--- src/rtl/arb_pkg.sv ---
// Shared constants and types for the round-robin grant arbiter.
package arb_pkg;

  localparam int NUM_REQ = 4;
  localparam int IDX_W   = 2;
  localparam int HOLD_W  = 8;

  // Arbiter control states: IDLE has no grant, BUSY holds one grant.
  typedef enum logic {
    IDLE = 1'b0,
    BUSY = 1'b1
  } state_e;

endpackage

--- src/rtl/decoder2x4.sv ---
// Plain 2-to-4 line decoder; a is the index MSB, b the LSB.
module decoder2x4 (
  input  logic a,
  input  logic b,
  output logic y0,
  output logic y1,
  output logic y2,
  output logic y3
);

  // One output high for each of the four input codes.
  always_comb begin
    y0 = ~a & ~b;
    y1 = ~a &  b;
    y2 =  a & ~b;
    y3 =  a &  b;
  end

endmodule

--- src/rtl/decoder_rr_arbiter.sv ---
// Four-way round-robin arbiter with a bounded hold time. A grant is
// decided in IDLE, held in BUSY until done, request drop or the hold
// limit, and every release passes through IDLE before the next grant.
module decoder_rr_arbiter
  import arb_pkg::*;
#(
  parameter int MAX_HOLD = 8
) (
  input  logic               clk,
  input  logic               rst_n,
  input  logic [NUM_REQ-1:0] req,
  input  logic               done,
  output logic [NUM_REQ-1:0] gnt,
  output logic [IDX_W-1:0]   gnt_idx,
  output logic               gnt_valid,
  output logic               timeout
);

  localparam logic [HOLD_W-1:0] HOLD_LAST = HOLD_W'(MAX_HOLD - 1);

  state_e             state_q, state_d;
  logic [IDX_W-1:0]   idx_q, idx_d;
  logic [IDX_W-1:0]   ptr_q, ptr_d;
  logic [HOLD_W-1:0]  holdCnt_q, holdCnt_d;
  logic               timeout_q, timeout_d;

  logic [IDX_W-1:0]   winner;
  logic [IDX_W-1:0]   cand;
  logic               found;
  logic               holdExpired;
  logic               grantKept;
  logic               releaseGrant;
  logic               forcedRelease;
  logic               dec0, dec1, dec2, dec3;

  // Scan requesters starting at ptr and wrapping, first set bit wins.
  always_comb begin
    winner = '0;
    found  = 1'b0;
    cand   = '0;
    for (int k = 0; k < NUM_REQ; k++) begin
      cand = ptr_q + IDX_W'(k);
      if (!found && req[cand]) begin
        winner = cand;
        found  = 1'b1;
      end
    end
  end

  // Release decisions; a timeout only counts when nothing else released.
  always_comb begin
    holdExpired   = (holdCnt_q == HOLD_LAST);
    grantKept     = req[idx_q] & ~done;
    releaseGrant  = (state_q == BUSY) & (~grantKept | holdExpired);
    forcedRelease = (state_q == BUSY) & grantKept & holdExpired;
  end

  // Next-state logic for the FSM, pointer, hold counter and timeout flag.
  always_comb begin
    state_d   = state_q;
    idx_d     = idx_q;
    ptr_d     = ptr_q;
    holdCnt_d = holdCnt_q;
    timeout_d = 1'b0;
    case (state_q)
      IDLE: begin
        if (found) begin
          state_d   = BUSY;
          idx_d     = winner;
          holdCnt_d = '0;
        end
      end
      BUSY: begin
        if (releaseGrant) begin
          state_d   = IDLE;
          ptr_d     = idx_q + IDX_W'(1);
          idx_d     = '0;
          holdCnt_d = '0;
          timeout_d = forcedRelease;
        end else begin
          holdCnt_d = holdCnt_q + HOLD_W'(1);
        end
      end
      default: begin
        state_d = IDLE;
      end
    endcase
  end

  // State registers; reset aborts any grant at once without a timeout.
  always_ff @(posedge clk or negedge rst_n) begin
    if (!rst_n) begin
      state_q   <= IDLE;
      idx_q     <= '0;
      ptr_q     <= '0;
      holdCnt_q <= '0;
      timeout_q <= 1'b0;
    end else begin
      state_q   <= state_d;
      idx_q     <= idx_d;
      ptr_q     <= ptr_d;
      holdCnt_q <= holdCnt_d;
      timeout_q <= timeout_d;
    end
  end

  // Registered outputs only; the index reads zero whenever there is no grant.
  always_comb begin
    gnt_valid = (state_q == BUSY);
    gnt_idx   = gnt_valid ? idx_q : '0;
    timeout   = timeout_q;
  end

  decoder2x4 u_decoder (
    .a  (gnt_idx[1]),
    .b  (gnt_idx[0]),
    .y0 (dec0),
    .y1 (dec1),
    .y2 (dec2),
    .y3 (dec3)
  );

  // Decoded grant gated so it is all-zero outside BUSY.
  always_comb begin
    gnt = {dec3, dec2, dec1, dec0} & {NUM_REQ{gnt_valid}};
  end

endmodule

--- config.mk ---
export PLATFORM = sky130hd
export DESIGN_NAME = decoder_rr_arbiter
export DESIGN_NICKNAME = d
export VERILOG_FILES = /design/src/rtl/arb_pkg.sv /design/src/rtl/decoder2x4.sv /design/src/rtl/decoder_rr_arbiter.sv
export SDC_FILE = /design/constraint.sdc
export NUM_CORES = 1
export LEC_CHECK = 0
export ABC_AREA = 1
export BUFFER_PORTS_ARGS = -buffer_cell sky130_fd_sc_hd__buf_2
export CORE_ASPECT_RATIO = 0.75
export CORE_UTILIZATION = 34
export DETAILED_ROUTE_END_ITERATION = 7
export SLEW_MARGIN = 40
export SYNTH_ARGS = -nofsm -noshare
export SYNTH_HDL_FRONTEND = slang
export SYNTH_SLANG_ARGS = --single-unit
--- constraint.sdc ---
create_clock -name clk -period 1.85 [get_ports clk]
set_input_delay 0.185 -clock clk [delete_from_list [all_inputs] [get_ports clk]]
set_output_delay 0.185 -clock clk [all_outputs]
set_load 0.05 [all_outputs]
==> results of run 1 <==
metrics by stage:
stage | area (sq um) | total power [W] | utilization, % | worst slack (ns)
floorplan | 1090 | 0.001478 | - | 0.07731
finish | 1251 | 0.001972 | 42.02 | 0.2403
CTS | 1250 | 0.001979 | 41.97 | 0.1624
global route | 1251 | 0.002150 | 42.02 | 0.1011
global placement | 1185 | 0.001650 | 39.79 | 0.1916
detailed placement | 1185 | 0.001668 | 39.79 | 0.1762
power groups by stage:
stage | sequential, W | combinational (W) | clock (W)
2_1_floorplan | 0.000469 | 0.00101 | 0
3_3_place_gp | 0.000475 | 0.00118 | 0
3_5_place_dp | 0.000480 | 0.00119 | 0
4_1_cts | 0.000475 | 0.00119 | 0.000310
5_1_grt | 0.000492 | 0.00133 | 0.000324
6_report | 0.000479 | 0.00119 | 0.000300
routing by layer:
layer  wire length [microns]  part of all wire (%)  vias up  track usage (%)
met5                       0                     0        -                0
met4                      27                   1.2        0            4.610
met3                     100                   4.4        5            3.571
met2                     962                    42       25            22.67
met1                    1203                    52      438            23.42
li1                        -                     -      541                -
cells in the final DEF (no fill, tap or decap):
master	n
o21ai_2	9
nor2_4	1
xnor2_1	1
nor2_1	8
a31oi_1	1
a21oi_1	2
nor3_1	4
o21ai_1	1
buf_2	14
nand3_1	13
nand4_1	3
ha_1	1
dfrtp_1	13
dfrtp_2	1
xor2_1	2
inv_1	26
nor3_2	1
dlygate4sd3_1	1
clkbuf_8	4
nand3b_1	1
nand2_1	54
nand2_2	5
o21ai_0	6
inv_2	3
nand2_4	1
nand3_2	1
buf_4	2
nor2_2	1
Yosys cell counts:
library cell,count
nor3_1,5
a31oi_1,1
nor2_1,8
inv_1,26
nor2_4,1
a21oi_1,2
buf_4,2
xnor2_1,1
o21ai_2,9
buf_6,2
ha_1,1
nand2_1,54
nand3_1,13
inv_2,3
nor2_2,1
xor2_1,2
nand4_1,3
nand3b_1,1
dfrtp_1,14
nand2_4,1
nand3_2,1
o21ai_1,1
nand2_2,5
o21ai_0,6
cells by family after synthesis:
group | count (synthesis)
buffers and inverters | 33
and+or+nand+nor | 93
DFF | 14
xor gates and xnor gates | 3
adders and majority gates | 1
AOI/OAI and AO/OA | 19
area by class of cell:
class,instances,share of cell area [%]
inverter,29,8.700
clock buffer,4,4.400
sequential,14,28.10
tap,38,3.800
timing repair buffer,17,7.600
multi-input combinational,116,47.40
worst min-delay path: cells and delay by family:
kind,cells,cell delay [ns]
AND/OR/NAND/NOR,2,0.09
buffers and inverters,2,0.11
state kept, by name, indices dropped and copies added (netlist names):
| signal | flops |
|---|---|
| ptr_q | 2 |
| timeout | 1 |
| gnt_valid | 1 |
| holdCnt_q | 8 |
| idx_q | 2 |
final timing paths:
| path | startpoint | endpoint | cells past startpoint |
|---|---|---|---|
| max | holdCnt_q[2] | holdCnt_q[7] | 6 |
| min | done | timeout | 4 |
| max reg2reg | holdCnt_q[2] | holdCnt_q[7] | 6 |
| min reg2reg | holdCnt_q[1] | holdCnt_q[1] | 2 |
| max in group asynchronous | rst_n | ptr_q[0] | 2 |
| min in group asynchronous | rst_n | holdCnt_q[3] | 2 |
timing repair:
action	in CTS	in global routing
hold buffers	1	0
resized for setup	0	1
hold endpoints to repair	14	0
setup endpoints to repair	0	10
==> impl_metrics.ini, run 1 <==
[outcome]
status = completed

[synth]
synth_compound_area_share_pct = 12.00
synth_cell_types = 24
synth_area_sq_um = 1085
yosys.area_share.simple_pct = 38.64
synthMuxAreaShare_pct = 0
syn-num-nets = 171
yosys_warnings = 0
synth_fa_ha_area_share_pct = 1.153
post_synth_xor_area_fraction_pct = 2.422
ys_ff_latch = 14
synth_top_family_by_area = simple AND/OR/NAND/NOR gates
ys_top_cells_by_area = dfrtp_1 32%, nand2_1 19%, inv_1 9.0%
syn_inst = 163
yosysTopAreaCellShare_pct = 32.30
synth.avg_cell_area_sq_um = 6.655
synth_top_area_cell = dfrtp_1
synth_seq_area_share_pct = 32.30

[timing]
rsz0062_at_grt = false
worst_slew_margin_rel_pct = 63.85
finalHoldViolCount = 0
fin_worst_skew_ns = 0.003218
tns_ns = 0
fin_crit_sh_pct = 87.01
maxSlewViolCount = 0
finalCriticalPeriod_ns = 1.610
worst_slew_pin_slew_ns = 0.5382
max_freq_mhz = 621.2
finalSetupViolations = 0
hold_slack_ns = 0.1831

[floorplan]
io_pins = 15
dieArea_sq_um = 3423
start_util_pct = 36.43
core_area_sq_um = 2978
die_h_microns = 50.92
rows = 17
die_x_microns = 67.23

[grt]
grt_pass1_vias = 913
grt_pass1_wl_microns = 4105
grt_max_degree = 15
antenna_found_initial = 0
track_usage_pct = 15.88
globalRouteOverflowTotal = 0

[place]
place_inst = 213
gp_congestion = 0.8220
dp.final_hpwl_microns = 1840
port-buffer-count = 14

[power]
power_frac_comb_pct = 60.5
seq_power_share_pct = 24.3
powerDensity_nw_per_um2 = 1576
switchingPower_w = 0.001053
p_clk_share_pct = 15.2
swShare_pct = 53.43
ir_drop_uv = 1075
p_int_w = 0.0009182
leakagePower_nw = 0.6944

[route]
route.detailed.drc = 0
drt_iter0_drc = 20
via_per_inst = 4.628
antenna_left = 0
drtPass1Iterations = 4
wl_microns = 2294
via_count = 1009
wl_per_cell_microns = 10.52

[final_layout]
seq_area_sq_um = 351.6
syn2layout_area_growth_pct = 15.34
antenna_cells = 0
multiInputGateArea_sq_um = 593.1
layout-drive-gt1-share_pct = 23.89
fillerInstances = 320
fin_nets = 189
final_cells = 218

[clock_tree]
cts.sink_count = 14
post_cts_buffers = 0
root_buffer = clkbuf_8
h-tree-depth = 1
clk_latency_ns = 0.25
cts_tree = built
clock_path_buffers = 2
cts.clk_slew.worst_paths_ns = 0.06
cts_buffers = 3

[critical_path]
crit_buf_inv = 1
cp.arrival_ns = 1.80
crit_family = simple AND/OR/NAND/NOR gates
crit_chain = inv_1 -> nor3_1 -> nand4_1 -> o21ai_0 -> nand3_1 -> nand2_1
critPathSlowestCell = nor3_1
worstPathRequired_ns = 2.04
reg2reg_slack_ns = 0.24
end_kind = flip-flop
path_max_fanout = 3
cpPeakStageDelay_ns = 0.48
worst-setup-path-type = reg2reg
cp-start-kind = flip-flop

[run]
maxCapViolCount = 0

[min_path]
hp-class = in2reg
Power figures use the tool's default switching activity.
==> run 2: changes to the inputs <==
--- a/config.mk
+++ b/config.mk
@@ -8,7 +8,9 @@
 export ABC_AREA = 1
 export BUFFER_PORTS_ARGS = -buffer_cell sky130_fd_sc_hd__buf_2
+export CAP_MARGIN = 25
 export CORE_ASPECT_RATIO = 0.75
 export CORE_UTILIZATION = 34
 export DETAILED_ROUTE_END_ITERATION = 7
+export SETUP_SLACK_MARGIN = 0.05
 export SLEW_MARGIN = 40
 export SYNTH_ARGS = -nofsm -noshare
==> constraint.sdc (replaced) <==
create_clock -name clk -period 1.85 [get_ports clk]
set_input_delay 0.555 -clock clk [delete_from_list [all_inputs] [get_ports clk]]
set_output_delay 0.555 -clock clk [all_outputs]
set_load 0.05 [all_outputs]
==> impl_metrics.ini, run 2 (synthesis results as in run 1) <==
[final_layout]
antenna_cells = 0
layout_common_cells = 54 x nand2_1, 26 x inv_1, 13 x nand3_1
layout-drive-gt1-share_pct = 28.02
syn2layout_area_growth_pct = 20.99
max_flop_register = holdCnt_q
top_regs = holdCnt_q (8), idx_q (2), ptr_q (2)
final_cells = 220
largest_register_ffs = 8
final_common_cell = nand2_1
fillerInstances = 292
fin_nets = 191

[route]
drtPass1Iterations = 4
wl_microns = 2351
route.detailed.drc = 0
drt_iter0_drc = 24
antenna_left = 0
wl_per_cell_microns = 10.69
via_count = 1055
via_per_inst = 4.795

[timing]
finalCriticalPeriod_ns = 1.744
finalHoldViolCount = 0
maxSlewViolCount = 0
finalSetupViolations = 0
hold_slack_ns = 0.1953
max_freq_mhz = 573.5
rsz0062_at_grt = false
fin_crit_sh_pct = 94.25
fin_ws_ns = 0.1064
fin_worst_skew_ns = 0.001362
worst_slew_margin_rel_pct = 79.19
worst_slew_pin_slew_ns = 0.3121

[min_path]
hp-class = in2async

[power]
leakagePower_nw = 0.7064
switchingPower_w = 0.001104
ir_drop_uv = 1183
seq_power_share_pct = 23.3
powerDensity_nw_per_um2 = 1604
p_clk_share_pct = 14.0
p_int_w = 0.001002
swShare_pct = 52.43
power_frac_comb_pct = 62.7

[place]
pre_cts_ws_ns = 0.1245
gp_congestion = 0.8500
dp.final_hpwl_microns = 1859
place_inst = 215
port-buffer-count = 14

[grt]
grt_pass1_wl_microns = 4126
track_usage_pct = 16.04
antenna_found_initial = 0
grt_pass1_vias = 983
grt_max_degree = 15
globalRouteOverflowTotal = 0

[floorplan]
die_h_microns = 50.92
dieArea_sq_um = 3423
die_x_microns = 67.23
start_util_pct = 36.43
rows = 17
core_area_sq_um = 2978
io_pins = 15

[clock_tree]
cts_buffers = 3
h-tree-depth = 1
root_buffer = clkbuf_8
cts_tree = built
clock_path_buffers = 2
cts.clk_slew.worst_paths_ns = 0.06
clk_latency_ns = 0.24
cts.sink_count = 14

[critical_path]
reg2reg_depth = 10
cp.arrival_ns = 1.19
worstPathRequired_ns = 1.29
worst-setup-path-type = reg2out
crit_chain = nand2_1 -> inv_1 -> buf_2
cp_num_cells = 3
crit_buf_inv = 2
end_kind = output port
cp-start-kind = flip-flop
cpPeakStageDelay_ns = 0.44
crit_family = flip-flops
path_max_fanout = 6
critPathSlowestCell = dfrtp_2

[run]
maxCapViolCount = 0

[outcome]
status = completed
run 2: changes by cell type in the layout (fill, tap and decap cells not counted), sizes merged:
cell         delta
buf             +2
clkbuf          +1
dlygate4sd3     -1
run 2: power by group through the flow:
| stage | sequential, W | combinational, W | clock (W) |
|---|---|---|---|
| finish | 0.000490 | 0.00132 | 0.000294 |
| global route | 0.000503 | 0.00147 | 0.000315 |
| CTS | 0.000486 | 0.00127 | 0.000302 |
| detailed placement | 0.000487 | 0.00125 | 0 |
| global placement | 0.000487 | 0.00123 | 0 |
| floorplan | 0.000473 | 0.00105 | 0 |
run 2: final timing paths:
kind                            slack (ns)      endpoint          from
worst max-delay path                  0.11    gnt_idx[1]      idx_q[1]
worst min-delay path                  0.20  holdCnt_q[5]         rst_n
worst max register to register        0.24      idx_q[1]      ptr_q[0]
worst min register to register        0.57  holdCnt_q[1]  holdCnt_q[1]
max in group asynchronous             1.40      idx_q[0]         rst_n
min in group clk                      0.55       timeout          done
run 2: layout make-up:
| type | count | area, sq um | share of cell area (%) |
|---|---|---|---|
| clock buffer | 4 | 55.05 | 4.194 |
| inverter | 29 | 108.9 | 8.294 |
| multi-input combinational | 116 | 621.8 | 47.38 |
| sequential | 14 | 354.1 | 26.98 |
| tap | 38 | 47.55 | 3.622 |
| timing repair buffer | 19 | 125.1 | 9.533 |
run 2: worst reg2reg max path, delay by kind of cell (launching register included):
family / cells / cell delay [ns]
simple gates: 9 / 0.88
flops: 1 / 0.47
buf+inv: 1 / 0.16
run 2: per-layer routing:
metal	up-vias	wire [microns]	global-route usage, %
li1	544	-	-
met1	479	1155	21.73
met2	28	1026	24.83
met3	4	140	3.348
met4	0	29	6.028
met5	-	0	0
run 2: repair_timing:
item                       CTS  global route
cloned                       0             0
setup endpoints to repair    5            11
setup buffers                0             1
hold buffers                 0             0
pin swaps                    0             1
resized for setup            5             5
run 2: through the flow:
stage          instance area (sq um)  setup TNS (ns)  util (%)  total power, W
2_1_floorplan                   1114         -0.1090         -        0.001525
3_3_place_gp                    1224               0     41.09        0.001718
3_5_place_dp                    1224               0     41.09        0.001737
4_1_cts                         1289               0     43.28        0.002062
5_1_grt                         1313               0     44.08        0.002288
6_report                        1313               0     44.08        0.002106
==> run 3: changes to the inputs <==
clock period = 1.6 ns   (was 1.85 ns; I/O delays follow)
==> impl_metrics.ini, run 3 (synthesis results as in run 1) <==
[critical_path]
end_kind = output port
worstPathRequired_ns = 1.12
reg2reg_depth = 11
critPathSlowestCell = dfrtp_2
r2r_end = idx_q[1]
reg2reg_slack_ns = -0.01
cp.arrival_ns = 1.14
crit_chain = buf_6 -> nor3_4 -> buf_6
rr_startpoint = ptr_q[0]
worst_path_most_repeated_cell = buf_6
path_max_fanout = 5
worst-setup-path-type = reg2out
cpPeakStageDelay_ns = 0.45
cp-start-kind = flip-flop

[place]
post_dp_cell_area_sq_um = 1275
dp.final_hpwl_microns = 1855
gp_congestion = 0.8848
port-buffer-count = 14
place_inst = 221

[route]
via_count = 1134
wl_per_cell_microns = 11.32
wl_met3_microns = 162
drtPass1Iterations = 4
highest_layer = met4
wl_microns = 2626
via_per_inst = 4.888
met2_length_microns = 1159
drt_iter0_drc = 43
wl_met1_microns = 1276
antenna_left = 0
route.detailed.drc = 0

[timing]
fin_crit_sh_pct = 101.1
fin_worst_skew_ns = 0.004229
fin_ws_ns = -0.01753
finalHoldViolCount = 0
worst_slew_pin_slew_ns = 0.3130
finalCriticalPeriod_ns = 1.618
rsz0062_at_grt = true
worst_slew_margin_rel_pct = 79.13
finalSetupViolations = 3
max_freq_mhz = 618.2
maxSlewViolCount = 0

[clock_tree]
cts.clk_slew.worst_paths_ns = 0.06
cts_tree = built
cts_buffers = 3
ctsHoldBuffers = 0
root_buffer = clkbuf_8
clock_path_buffers = 2
clk_latency_ns = 0.24
cts.sink_count = 14
h-tree-depth = 1

[grt]
track_usage_pct = 16.45
grt_pass1_vias = 1015
antenna_found_initial = 0
globalRouteOverflowTotal = 0
grt_max_degree = 15
grt_pass1_wl_microns = 4284

[final_layout]
antenna_cells = 0
final_cell_area_sq_um = 1526
fin_nets = 203
final_common_cell = nand2_1
top_regs = holdCnt_q (8), idx_q (2), ptr_q (2)
fillerInstances = 273
largest_register_ffs = 8
seq_area_sq_um = 356.6
layout-drive-gt1-share_pct = 42.27
final_cells = 232
max_flop_register = holdCnt_q
syn2layout_area_growth_pct = 40.71
layout_common_cells = 44 x nand2_1, 24 x inv_1, 12 x nand2_2
multiInputGateArea_sq_um = 698.2

[min_path]
hp-class = in2async

[power]
powerDensity_nw_per_um2 = 1948
leakagePower_nw = 0.7745
power.total_w = 0.002973
ir_drop_uv = 1538

[floorplan]
dieArea_sq_um = 3423
start_util_pct = 36.43
core_area_sq_um = 2978
rows = 17
io_pins = 15
die_x_microns = 67.23
die_h_microns = 50.92

[outcome]
violations = negative setup slack
status = complete, but fails checks

[run]
maxCapViolCount = 0
[run 3: how the worst max path moves through the flow]
stage              start           end  slack (ns)  depth (start not counted)
2_1_floorplan  gnt_valid        gnt[0]       -0.14                          2
3_3_place_gp      req[1]      idx_q[1]      -0.002                         11
3_5_place_dp      req[1]      idx_q[1]       -0.02                         11
4_1_cts         idx_q[0]        gnt[0]       0.001                          3
5_1_grt         ptr_q[0]  holdCnt_q[1]       -0.08                         10
6_report        idx_q[0]        gnt[0]       -0.02                          3
[run 3: cell type report]
| cell class | count | area share (%) |
|---|---|---|
| multi-input combinational | 116 | 45.74 |
| sequential | 14 | 23.36 |
| timing repair buffer | 30 | 16.39 |
| inverter | 29 | 7.295 |
| clock buffer | 4 | 3.607 |
| tap | 38 | 3.115 |
| timing repair inverter | 1 | 0.4918 |
[run 3: worst max-delay path, delay by kind of cell, from the launching register on]
family | cells | cell delay, ns
flip-flops | 1 | 0.45
buffers and inverters | 2 | 0.33
AND/OR/NAND/NOR | 1 | 0.11
[run 3: metrics by stage]
stage                     hold slack, ns  utilization [%]  setup WS (ns)    TNS, ns
after global placement            0.3893            42.82      -0.001867  -0.001867
after floorplan                   0.1844                -        -0.1435    -0.1435
after CTS                         0.1292            47.18       0.001040          0
final                             0.1179            51.26       -0.01753   -0.02906
after detailed placement          0.3965            42.82       -0.02276   -0.02276
after global routing              0.1409            51.26       -0.07789    -0.4794
[run 3: power breakdown]
part	total (W)	leakage, nW	switching [W]	internal [W]
Clock	0.000345	0.0288	0.000127	0.000218
Sequential	0.000597	0.181	0.000155	0.000442
Combinational	0.00203	0.565	0.00124	0.000796
[run 3: timing repair]
item / in CTS / in global routing
buffers inserted: 3 / 3
setup endpoints to repair: 7 / 19
cloned: 1 / 0
pin swaps: 2 / 10
resized for setup: 20 / 28
[run 3: routing by layer]
layer | vias up | GRT usage [%]
li1 | 578 | -
met4 | 0 | 5.319
met5 | - | 0
met2 | 41 | 25.00
met1 | 513 | 23.73
met3 | 2 | 2.232
